<file path="src/rtl/sdiv_driver.sv">
// sdiv_driver: serialises a signed divide request onto the St/Dbus divider protocol and returns its result.
// A wait counter aborts with a timeout response if the divider never produces a fresh Rdy rising edge.
module sdiv_driver #(
    parameter int TIMEOUT = 64,
    parameter int CW      = 7
) (
    input  logic        CLK,
    input  logic        Reset,
    input  logic        ReqValid,
    output logic        ReqReady,
    input  logic [31:0] ReqDividend,
    input  logic [15:0] ReqDivisor,
    output logic        St,
    output logic [15:0] Dbus,
    input  logic [15:0] Quotient,
    input  logic [15:0] Remainder,
    input  logic        V,
    input  logic        Rdy,
    output logic        RspValid,
    input  logic        RspReady,
    output logic [15:0] RspQuotient,
    output logic [15:0] RspRemainder,
    output logic        RspOvf,
    output logic        RspTimeout,
    output logic        Busy
);
    typedef enum logic [2:0] {IDLE, SEND_HI, SEND_LO, WAIT, RESP} state_t;

    state_t        state_q, state_d;
    logic [CW-1:0] cnt_q, cnt_d;
    logic [15:0]   lo_q, lo_d, dvs_q, dvs_d, dbus_q, dbus_d, quo_q, quo_d, rem_q, rem_d;
    logic          rdy_q, st_q, st_d, vld_q, vld_d, ovf_q, ovf_d, to_q, to_d, rise;

    assign rise = Rdy & ~rdy_q;

    always_comb begin
        state_d = state_q;
        cnt_d   = cnt_q;
        lo_d    = lo_q;
        dvs_d   = dvs_q;
        dbus_d  = dbus_q;
        st_d    = st_q;
        vld_d   = vld_q;
        quo_d   = quo_q;
        rem_d   = rem_q;
        ovf_d   = ovf_q;
        to_d    = to_q;
        case (state_q)
            IDLE: if (ReqValid) begin
                lo_d    = ReqDividend[15:0];
                dvs_d   = ReqDivisor;
                st_d    = 1'b1;
                dbus_d  = ReqDividend[31:16];
                state_d = SEND_HI;
            end
            SEND_HI: begin
                st_d    = 1'b1;
                dbus_d  = lo_q;
                state_d = SEND_LO;
            end
            SEND_LO: begin
                st_d    = 1'b0;
                dbus_d  = dvs_q;
                cnt_d   = '0;
                state_d = WAIT;
            end
            WAIT: begin
                // a fresh rising edge beats a simultaneous terminal count
                if (rise || cnt_q == CW'(TIMEOUT - 1)) begin
                    quo_d   = rise ? Quotient : 16'h0;
                    rem_d   = rise ? Remainder : 16'h0;
                    ovf_d   = rise ? V : 1'b0;
                    to_d    = ~rise;
                    vld_d   = 1'b1;
                    state_d = RESP;
                end else begin
                    cnt_d = cnt_q + 1'b1;
                end
            end
            RESP: if (RspReady) begin
                vld_d   = 1'b0;
                state_d = IDLE;
            end
            default: state_d = IDLE;
        endcase
    end

    always_ff @(posedge CLK) begin
        if (Reset) begin
            state_q <= IDLE;
            cnt_q   <= '0;
            lo_q    <= '0;
            dvs_q   <= '0;
            dbus_q  <= '0;
            st_q    <= 1'b0;
            vld_q   <= 1'b0;
            quo_q   <= '0;
            rem_q   <= '0;
            ovf_q   <= 1'b0;
            to_q    <= 1'b0;
            rdy_q   <= 1'b0;
        end else begin
            state_q <= state_d;
            cnt_q   <= cnt_d;
            lo_q    <= lo_d;
            dvs_q   <= dvs_d;
            dbus_q  <= dbus_d;
            st_q    <= st_d;
            vld_q   <= vld_d;
            quo_q   <= quo_d;
            rem_q   <= rem_d;
            ovf_q   <= ovf_d;
            to_q    <= to_d;
            rdy_q   <= Rdy;
        end
    end

    assign ReqReady     = state_q == IDLE;
    assign Busy         = state_q != IDLE;
    assign St           = st_q;
    assign Dbus         = dbus_q;
    assign RspValid     = vld_q;
    assign RspQuotient  = quo_q;
    assign RspRemainder = rem_q;
    assign RspOvf       = ovf_q;
    assign RspTimeout   = to_q;
endmodule

</file>
<file path="config.mk">
export PLATFORM = sky130hd
export DESIGN_NAME = sdiv_driver
export DESIGN_NICKNAME = d
export VERILOG_FILES = /design/src/rtl/sdiv_driver.sv
export SDC_FILE = /design/constraint.sdc
export NUM_CORES = 1
export LEC_CHECK = 0
export ABC_CLOCK_PERIOD_IN_PS = 1500
export BUFFER_PORTS_ARGS = -buffer_cell sky130_fd_sc_hd__buf_4
export CAP_MARGIN = 20
export CELL_PAD_IN_SITES_DETAIL_PLACEMENT = 1
export CELL_PAD_IN_SITES_GLOBAL_PLACEMENT = 1
export CORE_MARGIN = 2
export CORE_UTILIZATION = 25
export CTS_BUF_LIST = sky130_fd_sc_hd__clkbuf_4 sky130_fd_sc_hd__clkbuf_8
export DETAILED_ROUTE_END_ITERATION = 6
export GPL_TIMING_DRIVEN = 1
export PLACE_DENSITY_LB_ADDON = 0.1
export SLEW_MARGIN = 10
export SYNTH_ARGS = -nofsm -noshare
export SYNTH_HDL_FRONTEND = slang
export SYNTH_SLANG_ARGS = --single-unit
</file>
<file path="constraint.sdc">
create_clock -name CLK -period 1.5 [get_ports CLK]
set_input_delay 0.15 -clock CLK [delete_from_list [all_inputs] [get_ports CLK]]
set_output_delay 0.15 -clock CLK [all_outputs]
set_load 0.02 [all_outputs]
</file>
After elaboration in Yosys (flattened, before gate mapping)
Cells that the tools add are included.
{"block": "totals", "regBits": 95, "latch_bits": 0, "mem_bits_rw": 0, "mem_bits_ro": 0, "in_bits": 86, "wordCells": 53, "n_memories": 0}
{"block": "classes", "add_sub_neg": 1, "n_mul": 0, "n_div": 0, "magnitude_cmp": 0, "n_eq_ne": 9, "shifts": 0, "n_mux": 16, "bitwise_logic": 3, "n_reduce_logical": 12}
{"operator": "16-bit two-way mux", "count": 3}
{"operator": "16-bit one-hot mux with 3 select lines", "count": 1}
{"operator": "3-bit one-hot mux with 5 select lines", "count": 1}
{"operator": "7-bit one-hot mux with 2 select lines", "count": 1}
{"operator": "3-bit two-way mux", "count": 3}
{"operator": "2-bit != test (second input constant)", "count": 4}
{"operator": "2-bit AND reduction", "count": 4}
{"operator": "7-bit by 1-bit adder with 7-bit output (second input constant)", "count": 1}
{"operator": "7-bit by 6-bit == test with 1-bit output (second input constant)", "count": 1}
{"operator": "7-bit two-way mux", "count": 1}
{"operator": "3-bit by 2-bit == test with 1-bit output (second input constant)", "count": 2}
{"operator": "3-bit AND reduction", "count": 2}
{"operator": "3-bit nonzero test", "count": 2}
{"operator": "1-bit two-way mux", "count": 4}
{"operator": "2-bit nonzero test", "count": 2}
{"operator": "3-bit by 1-bit == test with 1-bit output (second input constant)", "count": 1}
{"operator": "3-bit == test (second input constant)", "count": 1}
{"operator": "3-bit logical NOT", "count": 1}
{"operator": "1-bit one-hot mux with 3 select lines", "count": 1}
{"operator": "1-bit inverter", "count": 2}
{"operator": "1-bit one-hot mux with 2 select lines", "count": 1}
{"operator": "1-bit AND", "count": 1}
{"operator": "1-bit logical OR", "count": 1}

Logic depth before layout (Yosys ltp)
Gate-level depths: netlist of the first run.
{"block": "logic_depth", "depth_word": 5, "mapped_depth": 7}

Worst setup path after synthesis of the first run
OpenSTA, ideal clock, no wires.
{"block": "synth_path", "kind": "register -> register", "startpoint": "register state_q[1]", "endpoint": "register dvs_q[10]", "setup_time_ps": 70, "arrival_time_ps": 1570, "required_ps": 1430, "path_slack_ps": -141, "path_stages_with_launch": 8, "path_buffers": 3, "period_less_slack_ps": 1641, "cell_sequence": "dfxtp_1 buf_4 nor3_2 and2_1 clkbuf_1 buf_2 nand2_1 a21oi_1"}
{"block": "synth_via", "elab_chain_len": 2}
{"item": "start: declaration", "line": "29", "source": "state_t state_q, state_d;"}
{"item": "start signal: assignment", "line": "103", "source": "state_q <= state_d;"}
{"item": "3-bit logical NOT"}
{"item": "named net ReqReady", "line": "10", "source": "output logic ReqReady,"}
{"item": "2-bit AND reduction (no source line)"}
{"item": "end signal: assignment", "line": "106", "source": "dvs_q <= dvs_d;"}
{"item": "end: declaration", "line": "31", "source": "logic [15:0] lo_q, lo_d, dvs_q, dvs_d, dbus_q, dbus_d, quo_q, quo_d, rem_q, rem_d;"}
The timed path passes the listed nets, and every way through them passes these cells.
A chain may end at the register's enable or synchronous reset.

Worst setup path after layout of the first run
{"block": "layout_path", "startpoint": "register state_q[1]", "endpoint": "register dbus_q[7], in the netlist Dbus[7]"}
{"block": "layout_via", "elab_chain_len": 3, "elab_cells_between_ends": 7, "classes_between": "eq/ne: 3; mux: 1; reduce/logical: 3"}
{"item": "3-bit by 2-bit == test with 1-bit output, or another cell as far along", "line": "48", "source": "case (state_q)"}
{"item": "3-bit nonzero test (no source line) or 2-bit != test (tied branches)"}
{"item": "2-bit AND reduction (no source line)"}
{"item": "end signal: assignment", "line": "107", "source": "dbus_q <= dbus_d;"}
{"item": "end: declaration", "line": "31"}
Parallel ways exist; a longest one is shown, timed or not.

==> flow_metrics.py, run 1 <==
metrics = {
    "die": {
        "ioPinCount": 140,
        "die_x_um": 124,
        "dieArea_um2": 15300,
        "dieHeight_um": 124,
        "core-area_um2": 13900,
        "rows": 43,
        "start_util_pct": 25.7,
    },
    "final_layout": {
        "fillCellCount": 1524,
        "drive_gt1_share_pct": 53.6,
        "fin_cells": 803,
        "final_cell_area_um2": 6600,
        "syn_to_final_growth_pct": 84.0,
        "antenna_cells": 0,
        "fin_util_pct": 47.4,
        "fin_nets": 706,
    },
    "setup_path": {
        "arrival_ps": 1870,
        "crit_path_frequent_cell": "buf_6",
        "cp_slowest_stage_delay_ps": 370,
        "r2r_cells": 7,
        "critical_path_required_ps": 1800,
        "cp_max_fo": 7,
        "crit_path_cell_trace": "buf_6 > buf_6 > a211oi_4 > buf_6 > buf_12 > nor2_2 > a311oi_2",
        "slowest_stage": "dfxtp_4",
        "critPathKind": "reg -> reg",
        "critPathCaptureType": "register",
        "cp-start-kind": "register",
    },
    "synth": {
        "synth-async-reset-ratio_pct": 0,
        "synth_top_cell_area_share_pct": 53.0,
        "synth.net_count": 479,
        "ys_top_cells_by_count": "dfxtp_1 (95), nand2_1 (91), a21oi_1 (35)",
        "synth_seq_cells": 95,
        "ys_dominant_reg_cell": "dfxtp_1",
        "yosys_warnings": 0,
        "synth_edf_count": 0,
        "synth_top_area_cell": "dfxtp_1",
        "synth_area_leaders": "dfxtp_1 (53%), nand2_1 (9.5%), a22o_1 (8.1%), a21oi_1 (4.9%), a311oi_1 (3.9%)",
        "syn-instance-count": 392,
        "yosysMostFrequentCell": "dfxtp_1",
        "netlist_area_um2": 3590,
        "synth_cell_types": 36,
        "avgSynthCellArea_um2": 9.15,
        "ys_seq_area_share_pct": 53.0,
    },
    "detailed_routing": {
        "ant_nets": 0,
        "route.detailed.wl_per_inst_um": 16.6,
        "avgViaCountPerCell": 4.72,
        "drtIter0Drc": 91,
        "drcViolationCount": 0,
        "firstDrtPassIters": 4,
        "vias": 3793,
        "wl_um": 13300,
    },
    "sta": {
        "rsz0062_at_grt": "yes",
        "maxSlewHeadroom_pct": 73.8,
        "holdWs_ps": 22.4,
        "hold_violations": 0,
        "final.period_utilization_pct": 105,
        "worst_clock_skew_ps": 10.2,
        "setup_viol": 50,
        "drv_slew": 0,
        "fmax_mhz": 637,
        "fin_crit_ps": 1570,
        "tightest_slew_ps": 393,
        "layout_setup_ws_ps": -70.3,
    },
    "pwr": {
        "powerDensity_nw_per_um2": 941,
        "ir_worst_vdd_mv": 0.425,
        "power_mw": 6.21,
        "leakagePower_nw": 2.79,
    },
    "clocking": {
        "cts.reportedPaths.clkPinSlew_ps": 100,
        "cts_max_level": 3,
        "cts_buffers": 9,
        "cts_tree": "built",
        "clk_path_buf_depth": 2,
        "clock_latency_ps": 380,
        "cts.sinks": 95,
        "root_buffer": "clkbuf_8",
    },
    "placement": {
        "placed_area_um2": 5100,
        "place_congestion": 0.766,
        "placed_cells": 720,
        "numPortBuffers": 139,
        "dpl.hpwl_um": 8420,
    },
    "grt": {
        "grt_pass1_vias": 3647,
        "grt_pass1_wl_um": 18400,
        "grt_usage_pct": 15.6,
        "grt_overflow": 0,
        "grt_max_degree": 34,
        "antenna_found_initial": 0,
    },
    "job": {
        "cap_violations": 0,
    },
    "status": {
        "status": "complete, but fails checks",
        "failed_checks": "negative setup slack",
    },
    "worst_hold_path": {
        "hold_path.class": "in -> reg",
        "holdPathStages": 3,
    },
}
==> critical path, delay by kind of cell (launching register included) <==
family          cells  cell delay, ps
flops               1             370
simple gates        1              40
buf+inv             4             540
compound gates      2             530
==> metal layers <==
metal  vias to the layer above  wire length (µm)  global-route usage [%]
met5                         -                 0                       0
met4                         0               160                    6.18
met3                        10               697                    3.11
met2                        97              6730                    25.7
met1                      1831              5750                    20.0
li1                       1855                 -                       -
==> state kept, by name, indices dropped and copies added (netlist names) <==
register / cells
cnt_q: 7
lo_q: 16
RspOvf: 1
RspQuotient: 16
state_q: 3
Dbus: 16
St: 1
RspValid: 1
RspRemainder: 16
rdy_q: 1
dvs_q: 16
RspTimeout: 1
==> placed cells by master (no fill, tap or decap), types with 2 or more instances in the layout <==
cell type,n
nand2b_1,2
nor3b_4,3
a31oi_1,8
a311oi_1,11
nand2_1,55
a21oi_1,4
buf_6,23
dfxtp_2,2
a22o_1,33
nor2_1,7
nand3b_1,2
or3_1,3
a311oi_2,5
nor3_4,2
inv_2,2
dfxtp_4,3
dfxtp_1,90
a21oi_2,31
dlygate4sd3_1,46
nor2_4,9
and3_1,2
a22oi_2,6
or4_1,2
a22oi_1,10
clkbuf_8,10
clkbuf_16,4
buf_4,168
nor2_2,7
nand2_2,15
nand2_4,21
nand3_1,5
buf_12,7
==> metrics by stage <==
stage                     TNS, ps  setup slack [ps]
after floorplan             -1850             -35.5
after global placement      -1360             -92.2
after detailed placement    -3400              -125
after CTS                    -111             -65.5
after global routing        -6800              -127
final                       -1150             -70.3
==> what timing repair did <==
item	CTS	global route
hold endpoints to repair	42	4
hold buffers	42	4
setup buffers	9	6
gates cloned	0	7
resized for setup	19	153
pin swaps	5	67
setup endpoints to repair	58	88
==> cells by family after synthesis <==
| kind of cell | synth area share (%) |
|---|---|
| adders and majority gates | 0.349 |
| DFF | 53.0 |
| AOI/OAI and AO/OA | 23.5 |
| buffers and inverters | 4.78 |
| and+or+nand+nor | 18.4 |
==> power by group <==
part	leakage [nW]	internal, mW	switching [mW]	total (mW)
Combinational	1.92	0.922	0.868	1.79
Clock	0.0892	0.665	0.946	1.61
Sequential	0.778	2.68	0.126	2.81
==> area by class of cell <==
type | count | area (µm²) | share of cell area [%]
clock buffers | 11 | 145 | 2.20
clock inverters | 4 | 30.0 | 0.455
inverters | 3 | 11.3 | 0.171
multi-input cells | 262 | 2050 | 31.1
flip-flops and latches | 95 | 1920 | 29.0
well taps | 180 | 225 | 3.41
repair buffers | 248 | 2220 | 33.7
==> final timing paths <==
check	slack, ps	startpoint	end
setup reg to reg	-70	state_q[1]	Dbus[7]
setup / recovery	-70	state_q[1]	Dbus[7]
hold / removal	20	ReqDividend[4]	lo_q[4]
hold reg to reg	470	dvs_q[3]	dvs_q[3]
No activity file was read; power rests on OpenSTA's default activity.
==> run 2, diff against run 1 <==
--- a/config.mk
+++ b/config.mk
@@ -6,7 +6,6 @@
 export NUM_CORES = 1
 export LEC_CHECK = 0
 export ABC_CLOCK_PERIOD_IN_PS = 1500
-export BUFFER_PORTS_ARGS = -buffer_cell sky130_fd_sc_hd__buf_4
 export CAP_MARGIN = 20
 export CELL_PAD_IN_SITES_DETAIL_PLACEMENT = 1
 export CELL_PAD_IN_SITES_GLOBAL_PLACEMENT = 1
@@ -14,6 +13,7 @@
 export CORE_UTILIZATION = 25
 export CTS_BUF_LIST = sky130_fd_sc_hd__clkbuf_4 sky130_fd_sc_hd__clkbuf_8
 export DETAILED_ROUTE_END_ITERATION = 6
+export DONT_BUFFER_PORTS = 1
 export GPL_TIMING_DRIVEN = 1
 export PLACE_DENSITY_LB_ADDON = 0.1
 export SLEW_MARGIN = 10
==> run 2 against run 1 <==
Against the previous run:
- the run ends with negative hold slack, negative setup slack left
- via count fell by 15%
- die area stayed put
- routed wire length decreased by 8.4%
- critical path type is now reg -> out
- largest cell class is now flip-flops and latches
==> flow_metrics.py, run 2 (synthesized netlist as in run 1, its figures left out) <==
metrics = {
    "status": {
        "status": "complete, but fails checks",
        "failed_checks": "negative hold slack, negative setup slack",
    },
    "setup_path": {
        "timing.rr.start": "state_q[0]",
        "critical_path_required_ps": 1350,
        "startpoint": "state_q[2]",
        "critPathKind": "reg -> out",
        "critPathCaptureType": "output pin",
        "arrival_ps": 1410,
        "cp-start-kind": "register",
        "cp_max_fo": 6,
    },
    "pwr": {
        "leakagePower_nw": 1.93,
        "power_mw": 5.93,
        "powerDensity_nw_per_um2": 1150,
        "ir_worst_vdd_mv": 0.366,
    },
    "detailed_routing": {
        "route.detailed.wl_per_inst_um": 18.7,
        "ant_nets": 0,
        "drcViolationCount": 0,
        "wl_um": 12200,
        "avgViaCountPerCell": 4.93,
        "drtIter0Drc": 79,
        "firstDrtPassIters": 4,
        "vias": 3224,
    },
    "worst_hold_path": {
        "hold_path.class": "in -> reg",
        "hold_start": "Reset",
    },
    "grt": {
        "grt_overflow": 0,
        "grt_pass1_vias": 3180,
        "antenna_found_initial": 0,
        "grt_pass1_wl_um": 17200,
        "grt_usage_pct": 15.0,
        "grt_max_degree": 61,
    },
    "die": {
        "ioPinCount": 140,
        "die_x_um": 124,
        "core-area_um2": 13900,
        "rows": 43,
        "dieArea_um2": 15300,
        "start_util_pct": 25.7,
        "dieHeight_um": 124,
    },
    "placement": {
        "placed_area_um2": 4010,
        "dpl.hpwl_um": 7660,
        "placed_cells": 576,
        "place_congestion": 0.725,
        "dp_slack_ps": -243,
        "numPortBuffers": 0,
    },
    "sta": {
        "worst_clock_skew_ps": 7.50,
        "layout_setup_ws_ps": -61.1,
        "tightest_slew_ps": 355,
        "final.period_utilization_pct": 104,
        "fin_crit_ps": 1560,
        "setup_viol": 38,
        "drv_slew": 0,
        "holdWs_ps": -157,
        "maxSlewHeadroom_pct": 76.0,
        "fin_setup_tns_ps": -781,
        "fmax_mhz": 641,
        "hold_violations": 56,
        "rsz0062_at_grt": "yes",
    },
    "clocking": {
        "cts.reportedPaths.clkPinSlew_ps": 100,
        "cts_buffers": 9,
        "holdBufCountCts": 36,
        "clk_path_buf_depth": 2,
        "clock_latency_ps": 380,
        "cts_max_level": 3,
        "root_buffer": "clkbuf_8",
        "cts_tree": "built",
        "cts.sinks": 95,
    },
    "final_layout": {
        "antenna_cells": 0,
        "drive_gt1_share_pct": 24.9,
        "fin_cells": 654,
        "syn_to_final_growth_pct": 44.0,
        "final_cell_area_um2": 5160,
        "fin_nets": 556,
        "fin_util_pct": 37.1,
        "most-common-layout-cells": "dfxtp_1 (90), nand2_1 (90), dlygate4sd3_1 (36)",
        "fillCellCount": 1555,
    },
    "job": {
        "cap_violations": 0,
    },
}
==> run 2: where the power goes <==
part           switching [mW]  total, mW  internal, mW
Clock                    1.00       1.82         0.818
Sequential              0.224       2.90          2.68
Combinational           0.570       1.21         0.638
==> run 2: final cells by class <==
| cell class | instances | area [µm²] | share of cell area (%) |
|---|---|---|---|
| multi-input combinational | 262 | 1710 | 33.0 |
| timing repair buffer | 98 | 1100 | 21.3 |
| sequential | 95 | 1920 | 37.1 |
| tap | 180 | 225 | 4.36 |
| clock buffer | 10 | 131 | 2.54 |
| inverter | 3 | 13.8 | 0.266 |
| clock inverter | 6 | 73.8 | 1.43 |
==> run 2: worst max-delay path, stage by stage (launching register included) <==
cell and delay, ps:
dfxtp_4 390, buf_6 130, nor3_4 210, buf_6 140
buf_6 120, inv_4 50
==> run 2: final timing paths <==
kind	slack, ps	cells past startpoint	to
worst max-delay path	-60	5	Busy
worst min-delay path	-160	1	RspTimeout
worst max register to register	-50	5	cnt_q[5]
worst min register to register	460	2	dvs_q[0]
==> run 2: repair_timing <==
| item | 4_1_cts | 5_1_grt |
|---|---|---|
| pin swaps | 37 | 10 |
| endpoints found under the hold margin | 95 | 58 |
| gates resized for setup | 41 | 29 |
| endpoints found under the setup margin | 75 | 59 |
| buffers inserted | 11 | 11 |
| gates cloned | 3 | 4 |
==> run 2: per-layer routing <==
| metal | routed length (µm) | vias up | GRT usage (%) | share of wire, % |
|---|---|---|---|---|
| met3 | 876 | 12 | 4.40 | 7.2 |
| met2 | 5870 | 102 | 24.9 | 48 |
| met1 | 5300 | 1548 | 18.2 | 43 |
| met4 | 162 | 0 | 6.18 | 1.3 |
| met5 | 0 | - | 0 | 0 |
| li1 | - | 1562 | - | - |
